### src/rtl/vga_timing_gen_if.sv
// Video timing bundle between the raster generator and its consumer.
// master is the generator side; slave is the display or pixel-logic side.
interface vga_timing_gen_if #(
    parameter int CW    = 8,
    parameter int CNT_W = 16
);
    logic              en;
    logic [1:0]        mode;
    logic [3*CW-1:0]   solid_rgb;
    logic              hsync;
    logic              vsync;
    logic              de;
    logic [CNT_W-1:0]  x;
    logic [CNT_W-1:0]  y;
    logic [CW-1:0]     r;
    logic [CW-1:0]     g;
    logic [CW-1:0]     b;
    logic              line_start;
    logic              frame_start;

    modport master (
        input  en, mode, solid_rgb,
        output hsync, vsync, de, x, y, r, g, b, line_start, frame_start
    );

    modport slave (
        output en, mode, solid_rgb,
        input  hsync, vsync, de, x, y, r, g, b, line_start, frame_start
    );
endinterface

### src/rtl/vga_timing_gen.sv
// VGA-style raster timing generator with a built-in four-way test-pattern source.
// Every output is registered one cycle after the counter state it describes.
module vga_timing_gen #(
    parameter int H_ACTIVE   = 640,
    parameter int H_FP       = 16,
    parameter int H_SYNC     = 96,
    parameter int H_BP       = 48,
    parameter int V_ACTIVE   = 480,
    parameter int V_FP       = 10,
    parameter int V_SYNC     = 2,
    parameter int V_BP       = 33,
    parameter int H_SYNC_POL = 0,
    parameter int V_SYNC_POL = 0,
    parameter int CW         = 8,
    parameter int CNT_W      = 16
) (
    input  logic             clk,
    input  logic             rst,
    vga_timing_gen_if.master vid
);
    localparam int H_TOTAL = H_SYNC + H_BP + H_ACTIVE + H_FP;
    localparam int V_TOTAL = V_SYNC + V_BP + V_ACTIVE + V_FP;
    localparam int BAR_W   = H_ACTIVE / 8;

    localparam logic [CNT_W-1:0] H_LAST     = CNT_W'(H_TOTAL - 1);
    localparam logic [CNT_W-1:0] V_LAST     = CNT_W'(V_TOTAL - 1);
    localparam logic [CNT_W-1:0] H_SYNC_END = CNT_W'(H_SYNC);
    localparam logic [CNT_W-1:0] V_SYNC_END = CNT_W'(V_SYNC);
    localparam logic [CNT_W-1:0] H_ACT_BEG  = CNT_W'(H_SYNC + H_BP);
    localparam logic [CNT_W-1:0] H_ACT_END  = CNT_W'(H_SYNC + H_BP + H_ACTIVE);
    localparam logic [CNT_W-1:0] V_ACT_BEG  = CNT_W'(V_SYNC + V_BP);
    localparam logic [CNT_W-1:0] V_ACT_END  = CNT_W'(V_SYNC + V_BP + V_ACTIVE);

    localparam logic HS_ON = (H_SYNC_POL != 0);
    localparam logic VS_ON = (V_SYNC_POL != 0);

    // Left edges of bars 1..7; anything past the last edge stays in bar 7.
    localparam logic [CNT_W-1:0] BAR_E1 = CNT_W'(1 * BAR_W);
    localparam logic [CNT_W-1:0] BAR_E2 = CNT_W'(2 * BAR_W);
    localparam logic [CNT_W-1:0] BAR_E3 = CNT_W'(3 * BAR_W);
    localparam logic [CNT_W-1:0] BAR_E4 = CNT_W'(4 * BAR_W);
    localparam logic [CNT_W-1:0] BAR_E5 = CNT_W'(5 * BAR_W);
    localparam logic [CNT_W-1:0] BAR_E6 = CNT_W'(6 * BAR_W);
    localparam logic [CNT_W-1:0] BAR_E7 = CNT_W'(7 * BAR_W);

    function automatic logic sync_level(input logic in_sync, input logic on_level);
        return in_sync ? on_level : ~on_level;
    endfunction

    // Returns {r_on, g_on, b_on} for the bar containing column col.
    function automatic logic [2:0] bar_colour(input logic [CNT_W-1:0] col);
        logic [2:0] c;
        if (col < BAR_E1)      c = 3'b111;
        else if (col < BAR_E2) c = 3'b110;
        else if (col < BAR_E3) c = 3'b011;
        else if (col < BAR_E4) c = 3'b010;
        else if (col < BAR_E5) c = 3'b101;
        else if (col < BAR_E6) c = 3'b100;
        else if (col < BAR_E7) c = 3'b001;
        else                   c = 3'b000;
        return c;
    endfunction

    function automatic logic [3*CW-1:0] expand(input logic [2:0] on);
        return {{CW{on[2]}}, {CW{on[1]}}, {CW{on[0]}}};
    endfunction

    function automatic logic [3*CW-1:0] pattern(
        input logic [1:0]       sel,
        input logic [CNT_W-1:0] col,
        input logic             row_b4,
        input logic [3*CW-1:0]  solid
    );
        logic [3*CW-1:0] px;
        case (sel)
            2'd0:    px = {col[CW-1:0], col[CW-1:0], {CW{1'b0}}};
            2'd1:    px = expand(bar_colour(col));
            2'd2:    px = {(3*CW){col[4] ^ row_b4}};
            default: px = solid;
        endcase
        return px;
    endfunction

    logic [CNT_W-1:0] hcnt_q, hcnt_d;
    logic [CNT_W-1:0] vcnt_q, vcnt_d;
    logic [1:0]       mode_q, mode_d;
    logic [3*CW-1:0]  solid_q, solid_d;
    logic             hsync_q, hsync_d;
    logic             vsync_q, vsync_d;
    logic             de_q, de_d;
    logic [CNT_W-1:0] x_q, x_d;
    logic [CNT_W-1:0] y_q, y_d;
    logic [3*CW-1:0]  rgb_q, rgb_d;
    logic             line_q, line_d;
    logic             frame_q, frame_d;

    logic             h_wrap, v_wrap, h_act, v_act, act;
    logic [CNT_W-1:0] col, row;

    always_comb begin
        h_wrap = (hcnt_q == H_LAST);
        v_wrap = (vcnt_q == V_LAST);
        h_act  = (hcnt_q >= H_ACT_BEG) && (hcnt_q < H_ACT_END);
        v_act  = (vcnt_q >= V_ACT_BEG) && (vcnt_q < V_ACT_END);
        act    = h_act && v_act;
        col    = hcnt_q - H_ACT_BEG;
        row    = vcnt_q - V_ACT_BEG;

        hcnt_d  = hcnt_q;
        vcnt_d  = vcnt_q;
        mode_d  = mode_q;
        solid_d = solid_q;
        hsync_d = hsync_q;
        vsync_d = vsync_q;
        de_d    = de_q;
        x_d     = x_q;
        y_d     = y_q;
        rgb_d   = rgb_q;
        line_d  = 1'b0;
        frame_d = 1'b0;

        if (vid.en) begin
            hcnt_d = h_wrap ? '0 : hcnt_q + CNT_W'(1);
            if (h_wrap) begin
                vcnt_d = v_wrap ? '0 : vcnt_q + CNT_W'(1);
            end
            // Pattern selection only changes across the frame boundary.
            if (h_wrap && v_wrap) begin
                mode_d  = vid.mode;
                solid_d = vid.solid_rgb;
            end

            hsync_d = sync_level(hcnt_q < H_SYNC_END, HS_ON);
            vsync_d = sync_level(vcnt_q < V_SYNC_END, VS_ON);
            de_d    = act;
            x_d     = act ? col : '0;
            y_d     = act ? row : '0;
            rgb_d   = act ? pattern(mode_q, col, row[4], solid_q) : '0;
            line_d  = (hcnt_q == '0);
            frame_d = (hcnt_q == '0) && (vcnt_q == '0);
        end
    end

    always_ff @(posedge clk) begin
        if (rst) begin
            hcnt_q  <= '0;
            vcnt_q  <= '0;
            mode_q  <= vid.mode;
            solid_q <= vid.solid_rgb;
            hsync_q <= ~HS_ON;
            vsync_q <= ~VS_ON;
            de_q    <= 1'b0;
            x_q     <= '0;
            y_q     <= '0;
            rgb_q   <= '0;
            line_q  <= 1'b0;
            frame_q <= 1'b0;
        end else begin
            hcnt_q  <= hcnt_d;
            vcnt_q  <= vcnt_d;
            mode_q  <= mode_d;
            solid_q <= solid_d;
            hsync_q <= hsync_d;
            vsync_q <= vsync_d;
            de_q    <= de_d;
            x_q     <= x_d;
            y_q     <= y_d;
            rgb_q   <= rgb_d;
            line_q  <= line_d;
            frame_q <= frame_d;
        end
    end

    assign vid.hsync       = hsync_q;
    assign vid.vsync       = vsync_q;
    assign vid.de          = de_q;
    assign vid.x           = x_q;
    assign vid.y           = y_q;
    assign vid.r           = rgb_q[3*CW-1:2*CW];
    assign vid.g           = rgb_q[2*CW-1:CW];
    assign vid.b           = rgb_q[CW-1:0];
    assign vid.line_start  = line_q;
    assign vid.frame_start = frame_q;
endmodule
### src/flat_wrapper.sv
// flat-port wrapper written by rule: the top's interface ports become plain ports
module vga_timing_gen_flat 
#(
    parameter int H_ACTIVE   = 640,
    parameter int H_FP       = 16,
    parameter int H_SYNC     = 96,
    parameter int H_BP       = 48,
    parameter int V_ACTIVE   = 480,
    parameter int V_FP       = 10,
    parameter int V_SYNC     = 2,
    parameter int V_BP       = 33,
    parameter int H_SYNC_POL = 0,
    parameter int V_SYNC_POL = 0,
    parameter int CW         = 8,
    parameter int CNT_W      = 16
)
  (clk, rst, vid_en, vid_mode, vid_solid_rgb, vid_hsync, vid_vsync, vid_de, vid_x, vid_y, vid_r, vid_g, vid_b, vid_line_start, vid_frame_start);
  vga_timing_gen_if #(.CW(CW), .CNT_W(CNT_W)) vid_i ();
  input  logic clk;
  input  logic rst;
  input wire logic [$bits(vid_i.en)-1:0] vid_en;
  input wire logic [$bits(vid_i.mode)-1:0] vid_mode;
  input wire logic [$bits(vid_i.solid_rgb)-1:0] vid_solid_rgb;
  output wire logic [$bits(vid_i.hsync)-1:0] vid_hsync;
  output wire logic [$bits(vid_i.vsync)-1:0] vid_vsync;
  output wire logic [$bits(vid_i.de)-1:0] vid_de;
  output wire logic [$bits(vid_i.x)-1:0] vid_x;
  output wire logic [$bits(vid_i.y)-1:0] vid_y;
  output wire logic [$bits(vid_i.r)-1:0] vid_r;
  output wire logic [$bits(vid_i.g)-1:0] vid_g;
  output wire logic [$bits(vid_i.b)-1:0] vid_b;
  output wire logic [$bits(vid_i.line_start)-1:0] vid_line_start;
  output wire logic [$bits(vid_i.frame_start)-1:0] vid_frame_start;
  assign vid_i.en = vid_en;
  assign vid_i.mode = vid_mode;
  assign vid_i.solid_rgb = vid_solid_rgb;
  assign vid_hsync = vid_i.hsync;
  assign vid_vsync = vid_i.vsync;
  assign vid_de = vid_i.de;
  assign vid_x = vid_i.x;
  assign vid_y = vid_i.y;
  assign vid_r = vid_i.r;
  assign vid_g = vid_i.g;
  assign vid_b = vid_i.b;
  assign vid_line_start = vid_i.line_start;
  assign vid_frame_start = vid_i.frame_start;
  vga_timing_gen #(.H_ACTIVE(H_ACTIVE), .H_FP(H_FP), .H_SYNC(H_SYNC), .H_BP(H_BP), .V_ACTIVE(V_ACTIVE), .V_FP(V_FP), .V_SYNC(V_SYNC), .V_BP(V_BP), .H_SYNC_POL(H_SYNC_POL), .V_SYNC_POL(V_SYNC_POL), .CW(CW), .CNT_W(CNT_W)) u_core (.clk(clk), .rst(rst), .vid(vid_i));
endmodule
### config.mk
export PLATFORM = sky130hd
export DESIGN_NAME = vga_timing_gen_flat
export DESIGN_NICKNAME = d
export VERILOG_FILES = /design/src/rtl/vga_timing_gen_if.sv /design/src/rtl/vga_timing_gen.sv /design/src/flat_wrapper.sv
export SDC_FILE = /design/constraint.sdc
export NUM_CORES = 1
export LEC_CHECK = 0
export CORE_MARGIN = 2
export CORE_UTILIZATION = 54
export DETAILED_ROUTE_END_ITERATION = 10
export DONT_BUFFER_PORTS = 1
export PLACE_DENSITY = 0.76
export RECOVER_POWER = 100
export SYNTH_ARGS = -nofsm -noshare
export SYNTH_HDL_FRONTEND = slang
export SYNTH_SLANG_ARGS = --single-unit
### constraint.sdc
create_clock -name clk -period 3.7 [get_ports clk]
set_clock_uncertainty 0.2 [all_clocks]
set_input_delay 0.925 -clock clk [delete_from_list [all_inputs] [get_ports clk]]
set_output_delay 0.925 -clock clk [all_outputs]
set_load 0.05 [all_outputs]
==> run metrics, run 1 <==
R2R Path End u_core.rgb_q[12]; r2r setup slk 0.36 ns; Worst Hold Depth 1; Max Cap Viol 0; Post-Syn Nets 645; Filler Cell Count 854; post-route cell area 6040 um2; worst-path cell chain inv_1 -> ha_1 -> nor2b_1 -> o21ai_0 -> a41oi_1 -> nor3_2 -> and4_1 -> buf_12 -> o21ai_0 -> a221oi_1; power density over the cells 504 nW/um2; # nets final 622; clock root cell clkbuf_8; number of synthesis warnings 0; DIE AREA 11000 um2; H-tree depth 4; crit path DAT 3.57 ns; via count 4393; Yosys reg bits 119; CTS clk-pin slew, worst paths 0.06 ns; Initial Util 55.9%; RSZ-0062 raised after global routing no; clock share of power 52.6%; Req. time, crit path 3.93 ns; Crit. End Element register; final setup vio count 0; num ports 90; switch share 21.9%; placer congestion estimate 0.922; CTS buffer count 17; Post-DRT Antenna Nets 0; Worst Hold Class in -> reg; Iter 0 DRT Violations 398; post-CTS resize count 0; antenna violations before repair 0; Comb pwr share 2.1%; worst slack at placement 0.430 ns; drc violations 0; Post-CTS Hold Buffers 0; synth top area cells dfxtp_1, edfxtp_1, nor2_1, nand2_1, xor2_1; switching power 667 uW; vias per cell 6.01; status finished clean; RR Startpoint u_core.hcnt_q[4]; ys async rst share 0%; Internal Power 2.38 mW; Fin. Hold Viols 0; Final WS setup 0.365 ns; slowest stage delay, CP 0.54 ns; slowest CP cell dfxtp_1; CTS Buffer Depth 2; DRT Pass-1 Iters 5; DP Area 5520 um2; most frequent cell on the critical path o21ai_0; Core Area 9820 um2; detailed placer's ending HPWL 8790 um; Leakage 2.12 nW; Die Height 105 um; Die X 105 um; share of cells above drive strength 1 7.53%; min-delay src rst; top cell type's share of synthesized area 33.9%; leading area contributor after synthesis dfxtp_1; R2R depth 10; Tmin final 3.34 ns; Clk Latency, worst-skew pair 0.52 ns; routed wire length 12900 um; worst-path maximum fanout 33; overall power 3.04 mW; ys flop type dfxtp_1; GRT Util Overall 24.4%; # diodes 0; synthesis-to-finish area growth 10.0%; Mapped Area 5490 um2; Hold Path Sink u_core.vid.y[0]; first-pass GRT wire length 21400 um; Post-CTS Repair Setup Buffers 0; period utilization 90.1%; routed wire length per instance 17.7 um; std cell rows 36; Cell variety after synth 57; Max Freq 300 MHz; Mapped Cells 608; CTS tree built; Max-Slew Margin vs Limit 41.7%; Seq/Total Area, Yosys 48.1%; vias in the first global route 4236; Sequential Power Share 45.3%; final setup TNS 0 ns; critical path class reg -> reg; max-slew violation count 0; # port buffers 0; largest net degree at the start of global routing 62; VDD IR-drop max 0.345 mV; clock sink count 119; Worst-Margin Slew 0.875 ns; GRT overflow 0; syn_area_per_cell 9.03 um2; number of synthesized flops with an enable pin 26; Setup crit start kind register
registers in the layout (all words and copies together) (netlist names), 2 cells and up:
| name | cells |
|---|---|
| u_core.hcnt_q | 16 |
| u_core.mode_q | 2 |
| u_core.rgb_q | 24 |
| u_core.solid_q | 24 |
| u_core.vcnt_q | 16 |
| u_core.vid.x | 16 |
| u_core.vid.y | 16 |
metal layers:
metal | wire length (um) | vias up | track usage, %
li1 | - | 2095 | -
met1 | 5420 | 2090 | 29.8
met2 | 6320 | 190 | 40.7
met3 | 1010 | 18 | 8.23
met4 | 188 | 0 | 7.90
met5 | 0 | - | 0
Yosys cell counts (3+ instances only):
| master | number |
|---|---|
| a31oi_1 | 3 |
| o21ai_0 | 15 |
| nor4_1 | 9 |
| a22oi_1 | 18 |
| buf_1 | 3 |
| nand2b_1 | 4 |
| and2_1 | 6 |
| xnor2_1 | 23 |
| or2_2 | 4 |
| clkbuf_1 | 29 |
| buf_2 | 14 |
| o41ai_2 | 7 |
| a21oi_1 | 38 |
| nand2_1 | 68 |
| a221oi_1 | 9 |
| xor2_1 | 25 |
| nor3_1 | 6 |
| o221ai_1 | 8 |
| nand3_1 | 12 |
| and4_1 | 5 |
| edfxtp_1 | 26 |
| dfxtp_1 | 93 |
| and3_1 | 9 |
| nor2b_1 | 7 |
| a2bb2oi_1 | 3 |
| buf_4 | 3 |
| nand4_1 | 9 |
| o21ai_1 | 9 |
| inv_1 | 12 |
| nor2_1 | 87 |
| ha_1 | 8 |
stage by stage:
stage          utilization [%]  instances  hold slack (ns)
6_report                  61.5        731            0.277
5_1_grt                   61.5        731            0.253
4_1_cts                   62.2        731            0.257
3_5_place_dp              56.2        699            0.315
3_3_place_gp              56.2        699            0.307
2_1_floorplan                -        608            0.290
final cells by class:
cell class	instances	area [um2]	area share [%]
clock buffer	20	447	7.40
inverter	13	48.8	0.808
clock inverter	12	141	2.34
tap	133	166	2.76
timing repair buffer	8	65.1	1.08
multi-input combinational	426	2530	41.9
sequential	119	2640	43.8
power by group through the flow:
stage / clock [mW] / combinational, mW / sequential [mW]
CTS: 1.62 / 0.0680 / 1.38
floorplan: 0 / 0.0618 / 1.40
finish: 1.60 / 0.0635 / 1.38
detailed placement: 0 / 0.0678 / 1.41
global route: 1.69 / 0.0734 / 1.38
global placement: 0 / 0.0660 / 1.40
critical path: cells and delay by family (launching register included):
kind | cells | cell delay [ns]
AOI/OAI and AO/OA | 4 | 0.90
and+or+nand+nor | 3 | 0.84
DFF | 1 | 0.54
buffers and inverters | 2 | 0.40
adders and majority gates | 1 | 0.36
cell usage in the layout, fill, tap and decap left out, types with 3 or more instances in the layout:
master,n
dfxtp_1,93
nor2_1,87
nand2_1,68
a21oi_1,38
edfxtp_1,26
xor2_1,25
xnor2_1,23
o21ai_0,22
a22oi_1,18
clkbuf_16,17
inv_1,12
nand3_1,12
nor4_1,9
nand4_1,9
and3_1,9
a221oi_1,9
o221ai_1,8
ha_1,8
nor2b_1,7
o41ai_1,7
nor3_1,6
and4_1,5
or2_2,4
and2_0,4
nand2b_1,4
clkbuf_1,4
clkinv_4,4
buf_4,4
a31oi_1,3
a2bb2oi_1,3
inv_6,3
how the worst max path moves through the flow:
| stage | startpoint | end | slack [ns] | depth (start not counted) |
|---|---|---|---|---|
| after floorplan | vid_en | u_core.mode_q[0] | 0.63 | 8 |
| after global placement | u_core.hcnt_q[4] | u_core.rgb_q[8] | 0.51 | 10 |
| after detailed placement | u_core.hcnt_q[4] | u_core.rgb_q[12] | 0.43 | 10 |
| after CTS | u_core.hcnt_q[4] | u_core.rgb_q[12] | 0.43 | 10 |
| after global routing | u_core.hcnt_q[4] | u_core.rgb_q[8] | 0.07 | 10 |
| final | u_core.hcnt_q[4] | u_core.rgb_q[12] | 0.36 | 10 |
cell families (layout without fill, tap and decap cells):
group	after synthesis	in the layout	share of synthesized area [%]
simple gates	238	238	20.3
compound gates	131	131	16.9
flops	119	119	48.1
buf+inv	63	53	4.97
xor+xnor	48	48	7.66
fa+ha+maj	8	8	1.82
mux	1	1	0.182
(Power assumes the default switching activity.)
==> run 2: changes to the inputs <==
--- a/config.mk
+++ b/config.mk
@@ -6,10 +6,11 @@
 export NUM_CORES = 1
 export LEC_CHECK = 0
 export CORE_MARGIN = 2
-export CORE_UTILIZATION = 54
+export CORE_UTILIZATION = 63
 export DETAILED_ROUTE_END_ITERATION = 10
 export DONT_BUFFER_PORTS = 1
-export PLACE_DENSITY = 0.76
+export GPL_ROUTABILITY_DRIVEN = 0
+export PLACE_DENSITY = 0.86
 export RECOVER_POWER = 100
 export SYNTH_ARGS = -nofsm -noshare
 export SYNTH_HDL_FRONTEND = slang
==> run 2 against run 1 <==
  * First-iteration DRC count increased by 26%
  * Final cell count decreased by 3.8%
  * Critical path depth stayed put
  * Critical path type unchanged
  * Global-route usage increased by 4.5 points
  * Sequential power is essentially flat
  * Sequential share of layout area increased by 0.57 points
  * Largest cell class unchanged
  * Total power is 1.4% lower
==> run metrics, run 2 (synthesis results as in run 1) <==
status finished clean (unchanged); DRT Pass-1 Iters 9 (was 5); r2r setup slk 0.29 ns (was 0.36 ns); Leakage 2.08 nW (was 2.12 nW); final setup vio count 0 (unchanged); clock root cell clkbuf_8 (unchanged); synthesis-to-finish area growth 8.59% (was 10.0%); share of cells above drive strength 1 7.06% (was 7.53%); Critical Path Start u_core.hcnt_q[4] (unchanged); Req. time, crit path 3.94 ns (was 3.93 ns); Comb pwr share 2.2% (was 2.1%); Worst Hold Slack 0.280 ns (was 0.277 ns); switching power 674 uW (was 667 uW); # diodes 0 (unchanged); Largest regs u_core.rgb_q (24), u_core.solid_q (24) (unchanged); Setup crit start kind register (unchanged); post-CTS resize count 0 (unchanged); period utilization 92.2% (was 90.1%); # nets final 619 (was 622); Internal Power 2.33 mW (was 2.38 mW); critical path class reg -> reg (unchanged); Max Freq 293 MHz (was 300 MHz); Crit. End Element register (unchanged); DIE AREA 9480 um2 (was 11000 um2); Core Area 8590 um2 (was 9820 um2); clock sink count 119 (unchanged); vias in the first global route 4423 (was 4236); R2R depth 10 (unchanged); RSZ-0062 raised after global routing no (unchanged); via count 4597 (was 4393); Post-DRT Antenna Nets 0 (unchanged); CTS Buffer Depth 2 (unchanged); RR Startpoint u_core.hcnt_q[4] (unchanged); detailed placer's ending HPWL 8570 um (was 8790 um); GRT Util Overall 28.9% (was 24.4%); antenna violations before repair 0 (unchanged); Fin. Hold Viols 0 (unchanged); std cell rows 34 (was 36); worst-path maximum fanout 18 (was 33); DP Area 5460 um2 (was 5520 um2); Sequential Power Share 45.9% (was 45.3%); CTS tree built (unchanged); Final WS setup 0.287 ns (was 0.365 ns); VDD IR-drop max 0.480 mV (was 0.345 mV); power density over the cells 503 nW/um2 (was 504 nW/um2); max-slew violation count 0 (unchanged); worst slack at placement 0.486 ns (was 0.430 ns); first-pass GRT wire length 21900 um (was 21400 um); commonest non-fill, non-tap cell in the layout dfxtp_1 (unchanged); vias per cell 6.54 (was 6.01); Die X 97.4 um (was 105 um); largest net degree at the start of global routing 62 (unchanged); # port buffers 0 (unchanged); switch share 22.5% (was 21.9%); commonest cells after routing, fill and taps aside dfxtp_1, nor2_1, nand2_1 (unchanged); Clk Latency, worst-skew pair 0.51 ns (was 0.52 ns); crit path to u_core.rgb_q[16] (was u_core.rgb_q[12]); routed wire length per instance 19.3 um (was 17.7 um); final setup TNS 0 ns (unchanged); Max-Slew Margin vs Limit 41.6% (was 41.7%); CTS clk-pin slew, worst paths 0.06 ns (about the same); post-route cell area 5960 um2 (was 6040 um2); drc violations 0 (unchanged); routed wire length 13600 um (was 12900 um); Tmin final 3.41 ns (was 3.34 ns); Max Cap Viol 0 (unchanged); Die Height 97.4 um (was 105 um); Worst Hold Class in -> reg (unchanged); crit path DAT 3.65 ns (was 3.57 ns); Post-CTS Repair Setup Buffers 0 (unchanged); num ports 90 (unchanged); R2R Path End u_core.rgb_q[16] (was u_core.rgb_q[12]); CTS buffer count 17 (unchanged); Initial Util 63.9% (was 55.9%); H-tree depth 4 (unchanged); Iter 0 DRT Violations 500 (was 398); clock share of power 51.8% (was 52.6%); Post-CTS Hold Buffers 0 (unchanged); GRT overflow 0 (unchanged); Worst-Margin Slew 0.874 ns (was 0.875 ns)
[run 2: cell count changes in the layout (fill, tap and decap cells not counted), moves of 2 or more]
cell        delta
buf_4          -3
clkbuf_1       -3
clkinv_1       +2
clkinvlp_4     +3
[run 2: per-layer routing]
metal	up-vias	global-route usage, %	wire, um
met3	66	9.06	1360
met1	2159	34.3	4950
met2	281	47.9	6730
met5	-	0	0
li1	2091	-	-
met4	0	14.0	553
[run 2: layout make-up]
cell class                      count  area (um2)
Clock buffer                       17         414
Clock inverter                     15         154
Fill cell                         625        2630
Inverter                           13        48.8
Multi-Input combinational cell    426        2520
Sequential cell                   119        2640
Tap cell                          108         135
Timing Repair Buffer                5        43.8
[run 2: per-stage QoR]
stage	utilization, %	cells	power (mW)
5_1_grt	69.4	703	3.08
2_1_floorplan	-	608	1.46
4_1_cts	70.2	703	3.01
3_3_place_gp	63.6	671	1.47
6_report	69.4	703	3.00
3_5_place_dp	63.6	671	1.47
[run 2: power groups by stage]
stage / registers [mW] / clock network (mW) / logic (mW)
after CTS: 1.38 / 1.56 / 0.0698
after detailed placement: 1.41 / 0 / 0.0676
final: 1.38 / 1.56 / 0.0666
after global routing: 1.38 / 1.62 / 0.0735
after floorplan: 1.40 / 0 / 0.0618
after global placement: 1.41 / 0 / 0.0651
[run 2: critical path, cell delays in order (launching register included)]
cell and delay (ns):
dfxtp_1 0.56, inv_1 0.16, ha_1 0.44, nor2b_1 0.38, a31oi_1 0.15, a21oi_1 0.23
nand4_1 0.20, nor4bb_1 0.39, clkbuf_2 0.28, o221ai_1 0.15, a21oi_1 0.20
[run 2: worst min-delay path by stage]
stage | start | end | cells after the start
2_1_floorplan | u_core.vcnt_q[1] | u_core.vcnt_q[1] | 2
3_3_place_gp | u_core.vcnt_q[1] | u_core.vcnt_q[1] | 2
5_1_grt | rst | u_core.vid.y[9] | 1
4_1_cts | rst | u_core.vid.y[2] | 1
3_5_place_dp | u_core.vcnt_q[1] | u_core.vcnt_q[1] | 2
6_report | rst | u_core.vid.y[5] | 1
